===== src/rtl/ifetch_pkg.sv =====
// Shared types and defaults for the instruction-SRAM arbiter.
package ifetch_pkg;

  localparam int unsigned ISRAM_AW       = 14;
  localparam int unsigned STARVE_MAX_DEF = 3;

  typedef enum logic [1:0] {
    OWN_NONE,
    OWN_FET,
    OWN_LS_RD,
    OWN_LS_WR
  } resp_own_e;

endpackage


===== src/rtl/isram_arb.sv =====
// Single-port instruction SRAM arbiter: fetch vs. load/store, load/store priority with
// a starvation limit for fetch, 1-cycle read latency tracked by a registered owner tag.
module isram_arb
  import ifetch_pkg::*;
#(
  parameter int unsigned AW         = ISRAM_AW,
  parameter int unsigned STARVE_MAX = STARVE_MAX_DEF
) (
  input  logic          clk,
  input  logic          rst,
  input  logic          fet_req,
  input  logic [31:0]   fet_addr,
  input  logic          fet_flush,
  output logic          fet_gnt,
  output logic          fet_rvalid,
  output logic [63:0]   fet_rdata,
  input  logic          ls_req,
  input  logic          ls_we,
  input  logic [31:0]   ls_addr,
  input  logic [63:0]   ls_wdata,
  input  logic [7:0]    ls_wmask,
  output logic          ls_gnt,
  output logic          ls_rvalid,
  output logic [63:0]   ls_rdata,
  output logic          isram_cs,
  output logic          isram_we,
  output logic [AW-1:0] isram_addr,
  output logic [63:0]   isram_wdata,
  output logic [7:0]    isram_wem,
  input  logic [63:0]   isram_rdata,
  output logic          lr_isram_cs
);

  localparam int unsigned CW = (STARVE_MAX < 1) ? 1 : $clog2(STARVE_MAX + 1);

  resp_own_e   resp_own_q, resp_own_d;
  logic [CW-1:0] starve_cnt_q, starve_cnt_d;
  logic        starve_hit;
  logic        fet_ok;
  logic [31:0] gnt_addr;
  logic        unused_addr;

  assign starve_hit = (starve_cnt_q == CW'(STARVE_MAX));

  // A flushed fetch request never reaches the SRAM, even when it is owed the slot.
  always_comb begin
    fet_ok   = fet_req & ~fet_flush & ~rst;
    fet_gnt  = fet_ok & (~ls_req | starve_hit);
    ls_gnt   = ls_req & ~rst & ~fet_gnt;
    isram_cs = fet_gnt | ls_gnt;
    gnt_addr = ls_gnt ? ls_addr : fet_addr;
    isram_addr  = gnt_addr[AW+2:3];
    isram_we    = ls_gnt & ls_we;
    isram_wdata = ls_wdata;
    isram_wem   = isram_we ? ls_wmask : 8'h00;
  end

  assign unused_addr = ^{gnt_addr[2:0], gnt_addr[31:AW+3]};

  always_comb begin
    starve_cnt_d = starve_cnt_q;
    if (rst || fet_gnt || !fet_req) begin
      starve_cnt_d = '0;
    end else if (ls_gnt && !starve_hit) begin
      starve_cnt_d = starve_cnt_q + CW'(1);
    end
  end

  always_comb begin
    resp_own_d = OWN_NONE;
    if (!rst) begin
      if (fet_gnt) begin
        resp_own_d = OWN_FET;
      end else if (ls_gnt) begin
        resp_own_d = ls_we ? OWN_LS_WR : OWN_LS_RD;
      end
    end
  end

  always_ff @(posedge clk) begin
    if (rst) begin
      resp_own_q   <= OWN_NONE;
      starve_cnt_q <= '0;
    end else begin
      resp_own_q   <= resp_own_d;
      starve_cnt_q <= starve_cnt_d;
    end
  end

  always_comb begin
    fet_rvalid  = (resp_own_q == OWN_FET) & ~fet_flush;
    ls_rvalid   = (resp_own_q == OWN_LS_RD);
    lr_isram_cs = (resp_own_q == OWN_LS_RD) | (resp_own_q == OWN_LS_WR);
    fet_rdata   = isram_rdata;
    ls_rdata    = isram_rdata;
  end

endmodule


===== config.mk =====
export PLATFORM = sky130hd
export DESIGN_NAME = isram_arb
export DESIGN_NICKNAME = d
export VERILOG_FILES = /design/src/rtl/ifetch_pkg.sv /design/src/rtl/isram_arb.sv
export SDC_FILE = /design/constraint.sdc
export NUM_CORES = 1
export LEC_CHECK = 0
export CAP_MARGIN = 30
export CELL_PAD_IN_SITES_DETAIL_PLACEMENT = 1
export CELL_PAD_IN_SITES_GLOBAL_PLACEMENT = 2
export CORE_AREA = 3 3 166 168
export CTS_BUF_LIST = sky130_fd_sc_hd__clkbuf_8
export CTS_CLUSTER_DIAMETER = 30
export DETAILED_ROUTE_END_ITERATION = 10
export DIE_AREA = 0 0 169 171
export GPL_TIMING_DRIVEN = 0
export PLACE_DENSITY_LB_ADDON = 0.05
export SYNTH_ARGS = -nofsm -noshare
export SYNTH_HDL_FRONTEND = slang
export SYNTH_SLANG_ARGS = --single-unit

===== constraint.sdc =====
create_clock -name clk -period 1.6 [get_ports clk]
set_clock_uncertainty 0.15 [all_clocks]
set_input_delay 0.4 -clock clk [delete_from_list [all_inputs] [get_ports clk]]
set_output_delay 0.4 -clock clk [all_outputs]
set_load 0.005 [all_outputs]

==> impl_metrics.json, run 1 <==
{
  "status": "finished with violations",
  "violations": "negative setup slack",
  "clock.fmax_mhz": 488,
  "cell_types_occupying_the_most_area_after_synthesis": "buf_4, mux2_4, dfxtp_1, mux2_2, and2_1",
  "crit_path_start": "starve_cnt_q[1]$_SDFFE_PP0P_",
  "synthFlopType": "dfxtp_1",
  "numPlacedInstances": 840,
  "worst_ir_drop_vdd_mv": 0.159,
  "clock_path_buffers": 2,
  "design.portCount": 427,
  "number_of_standard_cells_after_synthesis": 243,
  "ys.warnings.count": 0,
  "critical_path.max_fanout": 5,
  "fillCellCount": 3060,
  "cts_root_buf": "clkbuf_8",
  "timing.hold.worst_path_depth": 3,
  "post_drt_wl_per_cell_um": 12.7,
  "initial_core_util": 0.0741,
  "timing.final.setup_violations": 25,
  "postLayoutSetupSlackWorst_ns": -0.449,
  "timing_worst_slew_pin_value_ns": 0.198,
  "power.static_leakage_nw": 2.37,
  "post_synth_instance_area_mm2": 0.00193,
  "worst_skew_pair.late_latency_ns": 0.21,
  "hold_path_startpoint": "fet_flush",
  "post-synth-top-area-cell": "buf_4",
  "report.power.total_w": 0.00153,
  "ratio_of_cells_with_drive_above_1_in_the_final_layout": 0.507,
  "power_density_over_the_cells_mw_per_mm2": 299,
  "chipWidth_um": 169,
  "clock_sink_count": 4,
  "vias": 2362,
  "globalRouteTotalUtil": 0.0652,
  "report.final.hold_viol_count": 0,
  "fin_util": 0.197,
  "port_buffers": 262,
  "drcViolationCount": 0,
  "synthTopCellsByCount": "buf_4, and2_1, mux2_4",
  "fin_nets": 724,
  "first_pass_iters": 3,
  "wire_length_of_the_first_global_routing_pass_mm": 14.5,
  "antenna_cells_inserted": 0,
  "rsz0062_at_grt": "yes",
  "register_bit_total_from_synthesis": 4,
  "detailedRoute.firstIterationViolations": 23,
  "rr_startpoint": "starve_cnt_q[0]$_SDFFE_PP0P_",
  "max_slew_margin": 0.868,
  "top_area_cell_type_share_of_the_netlist_area": 0.746,
  "critPathRequiredTime_ns": 1.05,
  "timing.final.crit_share": 1.28,
  "cts.htree.levels": 1,
  "pin_count_of_the_biggest_net_entering_global_routing": 11,
  "async_flop_share": 0,
  "totalWireLength_mm": 10.8,
  "report.final.slew_viol_count": 0,
  "post_synth.cell_area_avg_um2": 7.95,
  "antenna_found_initial": 1,
  "tritoncts": "built",
  "maxCapViolations": 0,
  "worst_setup_hold_path_clk_slew_ns": 0.03,
  "core-area_mm2": 0.0261,
  "cp-end-kind": "output port",
  "critPathKind": "register to output port",
  "place_area_mm2": 0.00498,
  "cts_buffers": 3,
  "grt-ovfl-total": 0,
  "hold_buffers": 0,
  "final_estimated_routing_congestion_in_global_placement": 0.656,
  "die_h_um": 171,
  "fp-row-count": 59,
  "hold_path_class": "primary input to register",
  "synthMostInstantiatedCell": "buf_4",
  "dpl.hpwl_mm": 10.1,
  "ant_nets": 0,
  "crit_path_start_kind": "register",
  "syn_to_final_growth_pct": 166,
  "post_drt_via_cell_ratio": 2.78,
  "floorplan.die_area_mm2": 0.0289,
  "grt_pass1_vias": 2454,
  "final_cell_area_mm2": 0.00513,
  "synth-seq-area-share": 0.0415,
  "post-place-ws_ns": -1.34,
  "timing.reg2reg.worst_path_depth": 5,
  "finalCriticalPeriod_ns": 2.05,
  "post_synth_num_cell_types": 23,
  "synth-edff-count": 0,
  "instances_no_fill": 850,
  "cp_data_arrival_time_ns": 1.50,
  "synth_fp_nets": 450
}
[registers in the layout (all words and copies together), names as in the netlist]
signal	count
starve_cnt_q	2
resp_own_q	2
[stage by stage]
step | TNS [ns] | hold slack, ns
6_report | -9.05 | 0.332
5_1_grt | -10.72 | 0.349
4_1_cts | -9.57 | 0.363
3_5_place_dp | -33.09 | 0.345
3_3_place_gp | -32.63 | 0.327
2_1_floorplan | -0.884 | 0.316
[layer usage]
| metal | vias up | GRT usage | wire (um) |
|---|---|---|---|
| met3 | 6 | 0.0358 | 1620 |
| met1 | 1054 | 0.0525 | 2680 |
| met2 | 202 | 0.140 | 6400 |
| li1 | 1098 | - | - |
| met4 | 2 | 0.00494 | 53 |
| met5 | - | 0 | 13 |
[logic make-up after synthesis]
| family | after synthesis | synth area share |
|---|---|---|
| buffers and inverters | 198 | 0.762 |
| AND/OR/NAND/NOR | 23 | 0.0816 |
| multiplexers | 15 | 0.103 |
| flip-flops | 4 | 0.0415 |
| AO/OA/AOI/OAI | 2 | 0.00518 |
| adder cells (fa/ha/maj) | 1 | 0.00648 |
[path summary, 6_finish.rpt]
kind	to	slack, ns
worst max register to register	starve_cnt_q[0]$_SDFFE_PP0P_	0.13
worst max-delay path	isram_addr[10]	-0.45
worst min register to register	starve_cnt_q[1]$_SDFFE_PP0P_	0.36
worst min-delay path	starve_cnt_q[1]$_SDFFE_PP0P_	0.33
[cell type report]
class                      instances  area [um2]  share of cell area
timing repair buffer             270        2670               0.520
inverter                           3        13.8             0.00268
clock buffer                       3        41.3             0.00805
buffer                           194        1470               0.286
tap                              335         419              0.0817
multi-input combinational         41         439              0.0856
sequential                         4        85.1              0.0166
[what timing repair did]
| action | 4_1_cts | 5_1_grt |
|---|---|---|
| gates resized for setup | 156 | 12 |
| gates cloned | 1 | 0 |
| pin swaps | 3 | 3 |
| setup buffers | 5 | 2 |
| setup endpoints to repair | 32 | 27 |
[where the power goes]
part | leakage, nW | internal, W | switching (W)
registers | 0.0341 | 0.000104 | 0.00000373
clock network | 0.0216 | 0.000160 | 0.0000491
logic | 2.31 | 0.000924 | 0.000292
[cell usage in the layout (no fill, tap or decap), types with 2 or more instances in the layout]
| cell | count |
|---|---|
| inv_1 | 2 |
| clkbuf_2 | 2 |
| buf_4 | 196 |
| nand2_1 | 2 |
| clkdlybuf4s50_1 | 228 |
| buf_2 | 11 |
| clkbuf_8 | 3 |
| dlygate4sd2_1 | 3 |
| nor2_1 | 2 |
| mux2_4 | 14 |
| buf_6 | 20 |
| and2_1 | 8 |
| dfxtp_1 | 2 |
[worst max-delay path, stage by stage, from the launching register on]
cell	delay, ns
dfxtp_2	0.34
ha_4	0.16
nand3b_4	0.11
nand2_8	0.12
buf_12	0.13
mux2_4	0.30
buf_6	0.12
Power figures use the tool's default switching activity.
==> run 2, diff against run 1 <==
CAP_MARGIN = 20   (was 30)
SKIP_CTS_REPAIR_TIMING = 1   (was not set)
clock period = 2.1 ns   (was 1.6 ns; I/O delays follow)
==> impl_metrics.json, run 2 (synthesized netlist as in run 1, its figures left out) <==
{
  "core-area_mm2": 0.0261,
  "final_estimated_routing_congestion_in_global_placement": 0.664,
  "instances_no_fill": 855,
  "cp-end-kind": "output port",
  "syn_to_final_growth_pct": 168,
  "timing_worst_slew_pin_value_ns": 0.273,
  "drcViolationCount": 0,
  "hold_path_class": "register to register",
  "post-place-ws_ns": -1.10,
  "clock_sink_count": 4,
  "timing.final.setup_violations": 24,
  "grt-ovfl-total": 0,
  "worst_skew_pair.late_latency_ns": 0.21,
  "net-switching-power_w": 0.000255,
  "totalWireLength_mm": 10.7,
  "fin_setup_tns_ns": -3.07,
  "biggestRegsByFlops": "resp_own_q: 2 flops, starve_cnt_q: 2 flops",
  "report.power.total_w": 0.00116,
  "critical_path.max_fanout": 8,
  "dpl.hpwl_mm": 10.1,
  "maxCapViolations": 0,
  "ant_nets": 0,
  "sw_frac": 0.220,
  "ff2ff_setup_slack_ns": 0.69,
  "ratio_of_cells_with_drive_above_1_in_the_final_layout": 0.513,
  "cts.htree.levels": 1,
  "critPathRequiredTime_ns": 1.42,
  "fin_util": 0.198,
  "chipWidth_um": 169,
  "postLayoutSetupSlackWorst_ns": -0.197,
  "fp-row-count": 59,
  "critPathKind": "primary input to output port",
  "layout_common_cells": "clkdlybuf4s50_1, buf_4, buf_6",
  "report.final.hold_viol_count": 0,
  "timing.final.crit_share": 1.09,
  "worst_setup_hold_path_clk_slew_ns": 0.03,
  "power.static_leakage_nw": 2.40,
  "cp_data_arrival_time_ns": 1.62,
  "fillCellCount": 3077,
  "status": "finished with violations",
  "tritoncts": "built",
  "die_h_um": 171,
  "wire_length_of_the_first_global_routing_pass_mm": 14.0,
  "power.combinational.fraction": 0.794,
  "post_drt_wl_per_cell_um": 12.5,
  "antenna_found_initial": 1,
  "clock_path_buffers": 2,
  "violations": "negative setup slack",
  "cts_root_buf": "clkbuf_8",
  "p_clk_frac": 0.135,
  "globalRouteTotalUtil": 0.0628,
  "max_slew_margin": 0.817,
  "port_buffers": 262,
  "p_int_w": 0.000902,
  "finalCriticalPeriod_ns": 2.30,
  "initial_core_util": 0.0741,
  "design.portCount": 427,
  "detailedRoute.firstIterationViolations": 17,
  "clock.fmax_mhz": 435,
  "pin_count_of_the_biggest_net_entering_global_routing": 11,
  "rsz0062_at_grt": "yes",
  "post_drt_via_cell_ratio": 2.76,
  "power_density_over_the_cells_mw_per_mm2": 224,
  "crit_path_start_kind": "primary input",
  "fin_nets": 728,
  "vias": 2363,
  "layout.cells.most_common": "clkdlybuf4s50_1",
  "cts_buffers": 3,
  "first_pass_iters": 3,
  "worst_ir_drop_vdd_mv": 0.0804,
  "power.sequential.fraction": 0.071,
  "grt_pass1_vias": 2496,
  "numPlacedInstances": 840,
  "report.final.slew_viol_count": 0,
  "floorplan.die_area_mm2": 0.0289
}
## run 2: cell types whose count changed in the layout (fill, tap and decap cells not counted), moves of 6 or more
cell      before  now
buf_2         11    1
clkbuf_2       2   11
and2_1         8    1
and2_4         0    7
mux2_2         1    7
mux2_4        14    8
## run 2: through the flow
| step | cell area, um2 | hold slack (ns) |
|---|---|---|
| global route | 5170 | 0.421 |
| detailed placement | 4970 | 0.353 |
| finish | 5170 | 0.376 |
| CTS | 5010 | 0.359 |
| floorplan | 1930 | 0.317 |
| global placement | 4970 | 0.335 |
## run 2: power groups by stage
stage | registers, W | logic, W | clock network (W)
global route | 0.0000830 | 0.000986 | 0.000171
CTS | 0.0000820 | 0.000922 | 0.000163
finish | 0.0000825 | 0.000918 | 0.000156
floorplan | 0.0000824 | 0.000360 | 0
global placement | 0.0000828 | 0.000920 | 0
detailed placement | 0.0000829 | 0.000920 | 0
## run 2: cell type report
type	instances	area, um2	share of cell area
timing repair buffer	273	2720	0.525
buffer	195	1480	0.285
multi-input combinational	41	423	0.0818
tap	335	419	0.0810
sequential	4	82.6	0.0160
clock buffer	3	41.3	0.00798
inverter	3	11.3	0.00218
antenna	1	2.50	0.000484
## run 2: final timing paths
kind / from / end / cells past startpoint
worst min register to register: starve_cnt_q[1]$_SDFFE_PP0P_ / starve_cnt_q[1]$_SDFFE_PP0P_ / 2
worst min-delay path: starve_cnt_q[1]$_SDFFE_PP0P_ / starve_cnt_q[1]$_SDFFE_PP0P_ / 2
worst max-delay path: rst / isram_addr[5] / 7
worst max register to register: starve_cnt_q[1]$_SDFFE_PP0P_ / resp_own_q[0]$_SDFF_PP0_ / 5
## run 2: critical path, cell delays in order
cell and delay (ns):
buf_6 0.10, and2b_4 0.26, buf_12 0.10, nand2_8 0.07
clkbuf_16 0.16, mux2_4 0.29, clkbuf_2 0.12
## run 2: layer usage
layer  global-route usage  wire length, um  up-vias  share of wire
met2                0.138             6500      205           0.61
li1                     -                -     1108              -
met1               0.0424             2230     1042           0.21
met5                    0                0        -              0
met3               0.0340             1730        8           0.16
met4               0.0205              182        0          0.017
